===== src/rtl/wifi_tx_pkg.sv =====
// Shared definitions for the legacy 802.11a TX preamble generator.
// Holds the FSM state codes, the ROM section selector and section lengths.
package wifi_tx_pkg;

    localparam int STF_LEN    = 16;
    localparam int LTF_LEN    = 64;
    localparam int LTF_GI_LEN = 32;
    localparam int ROM_W      = 12;

    typedef enum logic [2:0] {
        ST_IDLE   = 3'd0,
        ST_STF    = 3'd1,
        ST_LTF_GI = 3'd2,
        ST_LTF    = 3'd3,
        ST_TAIL   = 3'd4,
        ST_DONE   = 3'd5
    } pre_state_e;

    typedef enum logic {
        SEC_STF = 1'b0,
        SEC_LTF = 1'b1
    } rom_sec_e;

endpackage


===== src/rtl/wifi_tx_preamble_rom.sv =====
// Combinational preamble sample tables (12-bit signed re/im, scaled by 512).
// Ports:
//   i_sec  - table select (STF or LTF)
//   i_idx  - sample index (STF uses bits [3:0], LTF uses all 6 bits)
//   o_re   - real part
//   o_im   - imaginary part
module wifi_tx_preamble_rom
    import wifi_tx_pkg::*;
(
    input  rom_sec_e                i_sec,
    input  logic [5:0]              i_idx,
    output logic signed [ROM_W-1:0] o_re,
    output logic signed [ROM_W-1:0] o_im
);
    logic [2*ROM_W-1:0] w_stf;
    logic [2*ROM_W-1:0] w_ltf;

    always_comb begin
        w_stf = '0;
        case (i_idx[3:0])
            4'd0:  w_stf = {12'sd24, 12'sd24};   4'd1:  w_stf = {-12'sd68, 12'sd1};
            4'd2:  w_stf = {-12'sd7, -12'sd40};  4'd3:  w_stf = {12'sd73, -12'sd7};
            4'd4:  w_stf = {12'sd47, 12'sd0};    4'd5:  w_stf = {12'sd73, -12'sd7};
            4'd6:  w_stf = {-12'sd7, -12'sd40};  4'd7:  w_stf = {-12'sd68, 12'sd1};
            4'd8:  w_stf = {12'sd24, 12'sd24};   4'd9:  w_stf = {12'sd1, -12'sd68};
            4'd10: w_stf = {-12'sd40, -12'sd7};  4'd11: w_stf = {-12'sd7, 12'sd73};
            4'd12: w_stf = {12'sd0, 12'sd47};    4'd13: w_stf = {-12'sd7, 12'sd73};
            4'd14: w_stf = {-12'sd40, -12'sd7};  4'd15: w_stf = {12'sd1, -12'sd68};
            default: w_stf = '0;
        endcase
    end

    always_comb begin
        w_ltf = '0;
        case (i_idx)
            6'd0:  w_ltf = {12'sd80, 12'sd0};    6'd1:  w_ltf = {-12'sd3, -12'sd61};
            6'd2:  w_ltf = {12'sd20, -12'sd57};  6'd3:  w_ltf = {12'sd50, 12'sd42};
            6'd4:  w_ltf = {12'sd11, 12'sd14};   6'd5:  w_ltf = {12'sd31, -12'sd45};
            6'd6:  w_ltf = {-12'sd59, -12'sd28}; 6'd7:  w_ltf = {-12'sd19, -12'sd54};
            6'd8:  w_ltf = {12'sd50, -12'sd13};  6'd9:  w_ltf = {12'sd27, 12'sd2};
            6'd10: w_ltf = {12'sd1, -12'sd59};   6'd11: w_ltf = {-12'sd70, -12'sd24};
            6'd12: w_ltf = {12'sd12, -12'sd30};  6'd13: w_ltf = {12'sd30, -12'sd8};
            6'd14: w_ltf = {-12'sd11, 12'sd82};  6'd15: w_ltf = {12'sd61, -12'sd2};
            6'd16: w_ltf = {12'sd32, 12'sd32};   6'd17: w_ltf = {12'sd19, -12'sd50};
            6'd18: w_ltf = {-12'sd29, -12'sd20}; 6'd19: w_ltf = {-12'sd67, -12'sd33};
            6'd20: w_ltf = {12'sd42, -12'sd47};  6'd21: w_ltf = {12'sd36, -12'sd7};
            6'd22: w_ltf = {-12'sd31, -12'sd41}; 6'd23: w_ltf = {-12'sd29, 12'sd11};
            6'd24: w_ltf = {-12'sd18, 12'sd77};  6'd25: w_ltf = {-12'sd62, 12'sd9};
            6'd26: w_ltf = {-12'sd65, 12'sd11};  6'd27: w_ltf = {12'sd38, 12'sd38};
            6'd28: w_ltf = {-12'sd2, -12'sd28};  6'd29: w_ltf = {-12'sd47, 12'sd59};
            6'd30: w_ltf = {12'sd47, 12'sd54};   6'd31: w_ltf = {12'sd6, 12'sd50};
            6'd32: w_ltf = {-12'sd80, 12'sd0};   6'd33: w_ltf = {12'sd6, -12'sd50};
            6'd34: w_ltf = {12'sd47, -12'sd54};  6'd35: w_ltf = {-12'sd47, -12'sd59};
            6'd36: w_ltf = {-12'sd2, 12'sd28};   6'd37: w_ltf = {12'sd38, -12'sd38};
            6'd38: w_ltf = {-12'sd65, -12'sd11}; 6'd39: w_ltf = {-12'sd62, -12'sd9};
            6'd40: w_ltf = {-12'sd18, -12'sd77}; 6'd41: w_ltf = {-12'sd29, -12'sd11};
            6'd42: w_ltf = {-12'sd31, 12'sd41};  6'd43: w_ltf = {12'sd36, 12'sd7};
            6'd44: w_ltf = {12'sd42, 12'sd47};   6'd45: w_ltf = {-12'sd67, 12'sd33};
            6'd46: w_ltf = {-12'sd29, 12'sd20};  6'd47: w_ltf = {12'sd19, 12'sd50};
            6'd48: w_ltf = {12'sd32, -12'sd32};  6'd49: w_ltf = {12'sd61, 12'sd2};
            6'd50: w_ltf = {-12'sd11, -12'sd82}; 6'd51: w_ltf = {12'sd30, 12'sd8};
            6'd52: w_ltf = {12'sd12, 12'sd30};   6'd53: w_ltf = {-12'sd70, 12'sd24};
            6'd54: w_ltf = {12'sd1, 12'sd59};    6'd55: w_ltf = {12'sd27, -12'sd2};
            6'd56: w_ltf = {12'sd50, 12'sd13};   6'd57: w_ltf = {-12'sd19, 12'sd54};
            6'd58: w_ltf = {-12'sd59, 12'sd28};  6'd59: w_ltf = {12'sd31, 12'sd45};
            6'd60: w_ltf = {12'sd11, -12'sd14};  6'd61: w_ltf = {12'sd50, -12'sd42};
            6'd62: w_ltf = {12'sd20, 12'sd57};   6'd63: w_ltf = {-12'sd3, 12'sd61};
            default: w_ltf = '0;
        endcase
    end

    assign o_re = (i_sec == SEC_LTF) ? w_ltf[2*ROM_W-1:ROM_W] : w_stf[2*ROM_W-1:ROM_W];
    assign o_im = (i_sec == SEC_LTF) ? w_ltf[ROM_W-1:0]       : w_stf[ROM_W-1:0];

endmodule


===== src/rtl/wifi_tx_preamble_gen.sv =====
// Legacy 802.11a preamble generator: streams STF and optionally GI2 + LTF
// as complex samples with valid/ready backpressure and an early IFFT data request.
// Optional feature macro: WIFI_PRE_WINDOW_EN (halves the first STF sample and
// appends one halved tail sample).
// Ports:
//   i_clk, i_reset            - clock, async active-low reset
//   i_start, i_ltf_sel        - burst request (IDLE only), LTF include select
//   i_abort                   - synchronous abort, any state
//   i_out_ready               - downstream ready
//   o_out_valid, o_out_re/im  - sample stream (registered)
//   o_busy, o_data_req, o_done- status
//
// state     | meaning
// ST_IDLE   | waiting for start, outputs zero
// ST_STF    | short training field, STF_REPS x 16 samples
// ST_LTF_GI | 32-sample guard interval (LTF[32..63])
// ST_LTF    | LTF_REPS x 64-sample long training symbols
// ST_TAIL   | one halved window sample (windowed build only)
// ST_DONE   | one-cycle done pulse, outputs zero
module wifi_tx_preamble_gen
    import wifi_tx_pkg::*;
#(
    parameter int DATA_W    = 12,
    parameter int STF_REPS  = 10,
    parameter int LTF_REPS  = 2,
    parameter int IFFT_LEAD = 48
)(
    input  logic                     i_clk,
    input  logic                     i_reset,
    input  logic                     i_start,
    input  logic                     i_ltf_sel,
    input  logic                     i_abort,
    input  logic                     i_out_ready,
    output logic                     o_out_valid,
    output logic signed [DATA_W-1:0] o_out_re,
    output logic signed [DATA_W-1:0] o_out_im,
    output logic                     o_busy,
    output logic                     o_data_req,
    output logic                     o_done
);
    localparam int CNT_W = 8;
    localparam int REM_W = 10;
    localparam int SHIFT = DATA_W - ROM_W;
`ifdef WIFI_PRE_WINDOW_EN
    localparam int         WIN_EXTRA = 1;
    localparam pre_state_e ST_AFTER  = ST_TAIL;
`else
    localparam int         WIN_EXTRA = 0;
    localparam pre_state_e ST_AFTER  = ST_DONE;
`endif
    localparam int STF_SEC = STF_LEN * STF_REPS;
    localparam int LTF_SEC = LTF_LEN * LTF_REPS;
    localparam logic [REM_W-1:0] N_STF  = REM_W'(STF_SEC + WIN_EXTRA);
    localparam logic [REM_W-1:0] N_FULL = REM_W'(STF_SEC + LTF_GI_LEN + LTF_SEC + WIN_EXTRA);
    localparam logic [REM_W-1:0] LEAD_C = REM_W'(IFFT_LEAD);

    pre_state_e               r_state, w_state_nxt;
    logic [CNT_W-1:0]         r_cnt, w_cnt_nxt, w_sec_last;
    logic [REM_W-1:0]         r_rem, w_rem_nxt;
    logic                     r_ltf, w_ltf_nxt;
    logic                     r_out_valid;
    logic signed [DATA_W-1:0] r_out_re, r_out_im;
    logic                     w_fire, w_load, w_half, w_data_st;
    rom_sec_e                 w_rom_sec;
    logic [5:0]               w_rom_idx;
    logic signed [ROM_W-1:0]  w_rom_re, w_rom_im;
    logic signed [DATA_W-1:0] w_ext_re, w_ext_im, w_re_nxt, w_im_nxt;

    assign w_fire = r_out_valid & i_out_ready;

    always_comb begin
        w_sec_last = '0;
        case (r_state)
            ST_STF:    w_sec_last = CNT_W'(STF_SEC - 1);
            ST_LTF_GI: w_sec_last = CNT_W'(LTF_GI_LEN - 1);
            ST_LTF:    w_sec_last = CNT_W'(LTF_SEC - 1);
            default:   w_sec_last = '0;
        endcase
    end

    always_comb begin
        w_state_nxt = r_state;
        w_cnt_nxt   = r_cnt;
        w_rem_nxt   = r_rem;
        w_ltf_nxt   = r_ltf;
        w_load      = 1'b0;
        case (r_state)
            ST_IDLE: begin
                if (i_start) begin
                    w_state_nxt = ST_STF;
                    w_cnt_nxt   = '0;
                    w_ltf_nxt   = i_ltf_sel;
                    w_rem_nxt   = i_ltf_sel ? N_FULL : N_STF;
                    w_load      = 1'b1;
                end
            end
            ST_STF, ST_LTF_GI, ST_LTF, ST_TAIL: begin
                if (w_fire) begin
                    w_load    = 1'b1;
                    w_rem_nxt = r_rem - REM_W'(1);
                    if (r_rem == REM_W'(1)) begin
                        w_state_nxt = ST_DONE;
                    end else if (r_cnt == w_sec_last) begin
                        w_cnt_nxt = '0;
                        case (r_state)
                            ST_STF:    w_state_nxt = r_ltf ? ST_LTF_GI : ST_AFTER;
                            ST_LTF_GI: w_state_nxt = ST_LTF;
                            default:   w_state_nxt = ST_AFTER;
                        endcase
                    end else begin
                        w_cnt_nxt = r_cnt + CNT_W'(1);
                    end
                end
            end
            ST_DONE: w_state_nxt = ST_IDLE;
            default: w_state_nxt = ST_IDLE;
        endcase
        // abort has priority over everything, including a same-cycle start
        if (i_abort) begin
            w_state_nxt = ST_IDLE;
            w_cnt_nxt   = '0;
            w_rem_nxt   = '0;
            w_ltf_nxt   = 1'b0;
            w_load      = 1'b0;
        end
    end

    // ROM is addressed by the next position so the output register loads
    // the sample that will be presented after this edge.
    always_comb begin
        w_rom_sec = SEC_STF;
        w_rom_idx = '0;
        w_half    = 1'b0;
        case (w_state_nxt)
            ST_STF: begin
                w_rom_idx = {2'b00, w_cnt_nxt[3:0]};
`ifdef WIFI_PRE_WINDOW_EN
                w_half    = (r_state == ST_IDLE);
`endif
            end
            ST_LTF_GI: begin
                w_rom_sec = SEC_LTF;
                w_rom_idx = {1'b1, w_cnt_nxt[4:0]};
            end
            ST_LTF: begin
                w_rom_sec = SEC_LTF;
                w_rom_idx = w_cnt_nxt[5:0];
            end
            ST_TAIL: begin
                w_rom_sec = r_ltf ? SEC_LTF : SEC_STF;
                w_rom_idx = '0;
                w_half    = 1'b1;
            end
            default: ;
        endcase
    end

    wifi_tx_preamble_rom u_rom (
        .i_sec (w_rom_sec),
        .i_idx (w_rom_idx),
        .o_re  (w_rom_re),
        .o_im  (w_rom_im)
    );

    assign w_ext_re  = DATA_W'(w_rom_re) <<< SHIFT;
    assign w_ext_im  = DATA_W'(w_rom_im) <<< SHIFT;
    assign w_data_st = (w_state_nxt == ST_STF) || (w_state_nxt == ST_LTF_GI) ||
                       (w_state_nxt == ST_LTF) || (w_state_nxt == ST_TAIL);

    always_comb begin
        w_re_nxt = '0;
        w_im_nxt = '0;
        if (w_data_st) begin
            if (w_half) begin
                w_re_nxt = w_ext_re >>> 1;
                w_im_nxt = w_ext_im >>> 1;
            end else begin
                w_re_nxt = w_ext_re;
                w_im_nxt = w_ext_im;
            end
        end
    end

    always_ff @(posedge i_clk or negedge i_reset) begin
        if (!i_reset) begin
            r_state     <= ST_IDLE;
            r_cnt       <= '0;
            r_rem       <= '0;
            r_ltf       <= 1'b0;
            r_out_valid <= 1'b0;
            r_out_re    <= '0;
            r_out_im    <= '0;
        end else begin
            r_state <= w_state_nxt;
            r_cnt   <= w_cnt_nxt;
            r_rem   <= w_rem_nxt;
            r_ltf   <= w_ltf_nxt;
            if (w_load || i_abort) begin
                r_out_valid <= w_data_st;
                r_out_re    <= w_re_nxt;
                r_out_im    <= w_im_nxt;
            end
        end
    end

    assign o_out_valid = r_out_valid;
    assign o_out_re    = r_out_re;
    assign o_out_im    = r_out_im;
    assign o_busy      = (r_state != ST_IDLE);
    assign o_done      = (r_state == ST_DONE);
    assign o_data_req  = (r_state != ST_IDLE) && (r_rem <= LEAD_C);

endmodule

===== config.mk =====
export PLATFORM = sky130hd
export DESIGN_NAME = wifi_tx_preamble_gen
export DESIGN_NICKNAME = d
export VERILOG_FILES = /design/src/rtl/wifi_tx_pkg.sv /design/src/rtl/wifi_tx_preamble_rom.sv /design/src/rtl/wifi_tx_preamble_gen.sv
export SDC_FILE = /design/constraint.sdc
export NUM_CORES = 1
export LEC_CHECK = 0
export CELL_PAD_IN_SITES_DETAIL_PLACEMENT = 0
export CELL_PAD_IN_SITES_GLOBAL_PLACEMENT = 2
export CORE_UTILIZATION = 38
export DETAILED_ROUTE_END_ITERATION = 8
export HOLD_SLACK_MARGIN = 0.05
export PLACE_DENSITY_LB_ADDON = 0.1
export SETUP_SLACK_MARGIN = 0.15
export SLEW_MARGIN = 10
export SYNTH_ARGS = -nofsm -noshare
export SYNTH_HDL_FRONTEND = slang
export SYNTH_HIERARCHICAL = 1
export SYNTH_SLANG_ARGS = --single-unit

===== constraint.sdc =====
create_clock -name i_clk -period 14.9 [get_ports i_clk]
set_input_delay 2.98 -clock i_clk [delete_from_list [all_inputs] [get_ports i_clk]]
set_output_delay 2.98 -clock i_clk [all_outputs]
set_load 0.03 [all_outputs]

==> run metrics, run 1 <==
worst path cell trace clkdlybuf4s50_1 > inv_1 > nand3_1 > nand3_1 > mux2_4 > a22oi_4 > or2_4 > nor3_2 > buf_4 > inv_1 > ha_1 > nand2_1 > a31oi_1 > o21ai_0 > a21oi_1 > nand3_1 > o211ai_1; Critical Path AT 8830 ps; max-slew violation total from the final report 0; clock period minus final worst setup slack 8620 ps; multi-input combinational cell area 3470 µm²; R2R Setup Slk 8720 ps; TritonCTS clock tree built; number of global-route vias before repair 4888; Rel. slew slack 0.262; share of the synthesized area in the top cell type 0.233; Warnings, synthesis 6; number of diodes added for antenna fixing 0; clock-pin slew reported for the worst setup and hold paths after clock tree synthesis 70 ps; max capacitance violation total 0; GRT Overall Usage 0.248; H-tree levels 2; number of nets produced by synthesis 721; most repeated cell in the gate-level netlist after synthesis nand2_1; synthesis-to-finish area growth 8.44%; clk_lat worst skew 290 ps; overall power 406 µW; Filler cells 1276; worst path buffer plus inverter count 4; CP Data Required Time 15110 ps; clock buffer count from CTS 5; DRC Markers 0; RSZ-0062 raised after global routing false; area of all sequential standard cells 1180 µm²; category of the worst setup path launch point input port; Worst path slowest cell clkdlybuf4s50_1; Fin. Hold Viols 0; peak supply drop 41.1 µV; number of buffers inserted by hold repair at cts 0; kind of critical path in2reg; CTS root buffer clkbuf_16; utilization after layout 0.429; total number of nets in the final design 701; full die area 13800 µm²; Most Crowded Layer GR met1; post-route fraction of the period consumed by the critical path 0.579; Antenna Violating Nets Remaining 0; Clock Sink Count 47; Crit. End Element flip-flop; logic depth of the worst path, buffers included 17; Top delay family on crit path compound AO/OA/AOI/OAI gates; share of async-settable or async-resettable flops after synthesis 1.00; global-route wire length before repair 27400 µm; number of enable-type register cells in the synthesized netlist 0; detailed placer's ending HPWL 11800 µm; Resized Gates After CTS 0; Synth area leaders dfrtp_1 (23%), nand2_1 (7.9%), ha_1 (5.2%); flop and latch count out of synthesis 47; initial antenna violation count 0; number of buffers between clock root and the deepest sink 2; number of cells traversed by the worst register-to-register path 16; die height 117 µm; Min-Delay Path Depth 2; wire length per cell 20.0 µm; final setup violation count 0; f_max 116 MHz; starting density of the core 0.396; area after detailed placement 5320 µm²; Rows 41; die width 117 µm; mean post-synth cell area 7.29 µm²; result of the run complete, no violations; iteration count of the initial detailed-routing pass 6; pin count of the biggest net entering global routing 80; number of DRC markers in iteration 0 696; largest fanout on the critical path 46; final-layout worst hold slack 482 ps; total wirelength of the detailed-routed design 16900 µm; Pwr per Cell Area 74.1 nW/µm²; ratio of cells with drive above 1 in the final layout 0.0668; top cells by count, synth nand2_1 (106), nor2_1 (53), dfrtp_1 (47); library cell with the largest summed area after synthesis dfrtp_1; post-route cell area 5480 µm²; cell repeated most along the worst path nand3_1; vias per cell 6.35; static leakage power 0.00207 µW; register area share after synthesis 0.233; overall via count from detail_route 5371; routing usage on met2 0.364; Fin Clk Skew 9.12 ps; met1 Usage GRT 0.366; overflow left after global routing 0; I/O pin count 34; Main synth FF type dfrtp_1; aggregate negative setup slack 0 ps; Syn Std Cell Area 5060 µm²; Tightest Hold Check Type reg2reg; met3 routing resource usage after global routing 0.0462; count of port buffers added during placement 33; Post-CTS Setup Inserts 0; Core Box Area 12800 µm²; Slew @ Worst Pin 1110 ps; final weighted congestion in routability-driven placement 0.947; Slowest Stage Delay on Critical Path 900 ps; count of distinct cell types in the synthesized netlist 81; number of instances in the synthesized netlist 694
==> per-layer routing <==
metal / part of all wire / vias up / wire, µm
met5: 0 / - / 0
li1: - / 2494 / -
met2: 0.43 / 274 / 7350
met1: 0.47 / 2573 / 7920
met4: 0.018 / 0 / 309
met3: 0.078 / 30 / 1320
==> metrics by stage <==
stage / setup WS, ps / instances
detailed placement: 6010 / 839
CTS: 6320 / 846
global route: 5760 / 846
floorplan: 7690 / 694
global placement: 6170 / 839
finish: 6280 / 846
==> tightest hold or removal path: cells and delay by family (launching register included) <==
family / cells / cell delay (ps)
flip-flops: 1 / 340
AND/OR/NAND/NOR: 1 / 50
AO/OA/AOI/OAI: 1 / 60
==> sequential cells by signal, indices dropped and copies added (netlist names) <==
signal	count
r_ltf	1
r_state	3
o_out_valid	1
o_out_im	12
o_out_re	12
r_cnt	8
r_rem	10
==> layout by cell type, fill, tap and decap left out, types with 14 or more instances in the layout <==
cell and instances:
a31oi_1 16, nand2b_1 14, nor2_1 50, nand3_1 39, a211oi_1 18, o211ai_1 30
clkdlybuf4s50_1 32, nand2_1 106, a21oi_1 42, nor2b_1 14, o21ai_0 38, ha_1 21
nor3_1 20, dfrtp_1 47
==> cell type report <==
cell class / instances / share of cell area
Sequential cell: 47 / 0.214
Timing Repair Buffer: 43 / 0.0730
Clock buffer: 5 / 0.0228
Multi-Input combinational cell: 561 / 0.633
Inverter: 16 / 0.0110
Tap cell: 172 / 0.0392
Clock inverter: 2 / 0.00684
==> path summary, 6_finish.rpt <==
check / from / to
min in group asynchronous: i_reset / r_rem[2]$_DFFE_PN0P_
worst max-delay path: i_abort / o_out_re[9]$_DFFE_PN0P_
max in group asynchronous: i_reset / o_out_im[6]$_DFFE_PN0P_
worst min register to register: o_out_im[11]$_DFFE_PN0P_ / o_out_im[11]$_DFFE_PN0P_
worst min-delay path: o_out_im[11]$_DFFE_PN0P_ / o_out_im[11]$_DFFE_PN0P_
worst max register to register: r_rem[2]$_DFFE_PN0P_ / o_out_re[9]$_DFFE_PN0P_
==> power breakdown <==
group	switching (µW)	internal, µW	leakage [µW]
logic	89.2	42.8	0.00135
registers	9.88	137	0.000644
clock network	49.4	78.3	0.0000759
==> kinds of logic (layout without fill, tap and decap cells) <==
group / Yosys count / after routing / synth area share
fa+ha+maj: 21 / 21 / 0.0520
xor+xnor: 3 / 3 / 0.00668
mux: 10 / 10 / 0.0287
buf+inv: 86 / 66 / 0.0878
flops: 47 / 47 / 0.233
simple gates: 304 / 304 / 0.292
compound gates: 223 / 223 / 0.300
Note: power is estimated with default switching activity, not from simulation.
==> run 2, diff against run 1 <==
CORE_UTILIZATION = 35   (was 38)
clock period = 8.5 ns   (was 14.9 ns; I/O delays follow)
==> run 2 against run 1 <==
  * Register-to-register slack worse by 5800 ps
  * Global-route usage down 0.43 points
  * Die area up 8.4%
  * Largest power group unchanged
  * Critical path depth up 1
==> run metrics, run 2 (synthesized netlist as in run 1, its figures left out) <==
max-slew violation total from the final report 0 (unchanged); Rows 43 (+4.9%); number of global-route vias before repair 5013 (+2.6%); clock period minus final worst setup slack 6690 ps; largest fanout on the critical path 46 (unchanged); clock buffer count from CTS 5 (unchanged); number of buffers inserted by hold repair at cts 0 (unchanged); aggregate negative setup slack 0 ps (unchanged); detailed placer's ending HPWL 12600 µm (+7.4%); RSZ-0062 raised after global routing false; total wirelength of the detailed-routed design 17900 µm (+5.9%); final weighted congestion in routability-driven placement 0.912 (-3.7%); Final WS setup 1810 ps (-4470 ps); iteration count of the initial detailed-routing pass 5 (-1); number of diodes added for antenna fixing 0 (unchanged); die width 122 µm (+4.1%); final setup violation count 0 (unchanged); starting density of the core 0.362 (-0.0344); post-route cell area 5540 µm² (+1.0%); commonest cells after routing, fill and taps aside nand2_1 (106), nor2_1 (50), dfrtp_1 (47), a21oi_1 (42), nand3_1 (39); I/O pin count 34 (unchanged); setup slack after placement 1600 ps (-4420 ps); GRT Overall Usage 0.244 (-0.00431); Rel. slew slack 0.428 (+0.166); peak supply drop 75.5 µV (+84%); synthesis-to-finish area growth 9.55%; number of buffers between clock root and the deepest sink 2 (unchanged); TritonCTS clock tree built; post-route fraction of the period consumed by the critical path 0.787; pin count of the biggest net entering global routing 79 (-1.3%); initial antenna violation count 0 (unchanged); overall via count from detail_route 5344 (-0.50%); Tightest Hold Check Type reg2reg; area after detailed placement 5370 µm² (+0.89%); Post-CTS Setup Inserts 0 (unchanged); DRC Markers 0 (unchanged); overflow left after global routing 0 (unchanged); Crit. End Element flip-flop; static leakage power 0.00210 µW (+1.3%); die height 122 µm (+4.1%); Core Box Area 14000 µm² (+9.5%); vias per cell 6.21 (-2.1%); max capacitance violation total 0 (unchanged); Slew @ Worst Pin 856 ps (-251 ps); f_max 149 MHz; Resized Gates After CTS 0 (unchanged); H-tree levels 2 (unchanged); Fin. Hold Viols 0 (unchanged); Pwr per Cell Area 130 nW/µm² (+76%); Critical Path AT 6900 ps (-1930 ps); leading cell type in the layout, fill and taps excluded nand2_1; total number of nets in the final design 706 (+0.71%); wire length per cell 20.8 µm (+4.1%); utilization after layout 0.396 (-0.0333); Clock Sink Count 47 (unchanged); category of the worst setup path launch point input port; clk_lat worst skew 290 ps (about the same); result of the run complete, no violations; Fin Clk Skew 5.36 ps (-3.75 ps); global-route wire length before repair 28100 µm (+2.4%); clock-pin slew reported for the worst setup and hold paths after clock tree synthesis 70 ps (about the same); CTS root buffer clkbuf_16; Antenna Violating Nets Remaining 0 (unchanged); CP Data Required Time 8710 ps (-6400 ps); ratio of cells with drive above 1 in the final layout 0.0750 (+0.00823); count of port buffers added during placement 33 (unchanged); final-layout worst hold slack 496 ps (+14.0 ps); full die area 14900 µm² (+8.4%); kind of critical path in2reg; number of DRC markers in iteration 0 523 (-25%)
[run 2: changes by cell type in the layout (fill, tap and decap cells not counted)]
cell	previous run	this run
inv_6	0	1
buf_4	10	15
[run 2: worst paths after layout]
check	depth (start not counted)	endpoint	slack, ps	start
max in group asynchronous	2	r_state[2]$_DFF_PN0_	6570	i_reset
min	2	o_out_re[11]$_DFFE_PN0P_	500	o_out_re[11]$_DFFE_PN0P_
min reg2reg	2	o_out_re[11]$_DFFE_PN0P_	500	o_out_re[11]$_DFFE_PN0P_
max reg2reg	15	o_out_re[9]$_DFFE_PN0P_	2920	r_state[1]$_DFF_PN0_
max	18	o_out_re[6]$_DFFE_PN0P_	1810	i_out_ready
min in group asynchronous	2	r_cnt[6]$_DFFE_PN0P_	1490	i_reset
[run 2: worst max-delay path, cell delays in order]
cell and delay, ps:
clkdlybuf4s50_1 510, nand2_1 80, a31oi_1 590, nand3_1 210, mux2_4 330, a22oi_4 150
buf_4 420, or2_4 260, nor3_2 70, inv_1 300, ha_1 560, or2b_4 350
a21oi_1 70, a2111oi_2 380, a211oi_1 120, nor4_1 520, nand2_1 90, o211ai_1 170
[run 2: power breakdown]
| part | leakage [µW] | internal, µW | switching (µW) |
|---|---|---|---|
| registers | 0.000644 | 240 | 18.9 |
| logic | 0.00138 | 76.3 | 157 |
| clock network | 0.0000804 | 140 | 89.2 |
| total | 0.00210 | 456 | 265 |
[run 2: metrics by stage]
step,power (µW),instances
after CTS,725,860
after global placement,492,852
after global routing,758,860
final,721,860
after detailed placement,493,852
after floorplan,422,694
[run 2: area by class of cell]
cell class                      count  area [µm²]
Clock inverter                      3        46.3
Inverter                           16        60.1
Timing Repair Buffer               48         438
Clock buffer                        5         125
Multi-Input combinational cell    561        3470
Tap cell                          180         225
Fill cell                        1494        8450
Sequential cell                    47        1180
[run 2: per-layer routing]
layer / vias up / wire, µm / share of wire / global-route usage
met2: 209 / 8350 / 0.47 / 0.394
met3: 30 / 1000 / 0.056 / 0.0225
met4: 0 / 505 / 0.028 / 0.0991
met5: - / 0 / 0 / 0
met1: 2594 / 8020 / 0.45 / 0.332
li1: 2511 / - / - / -
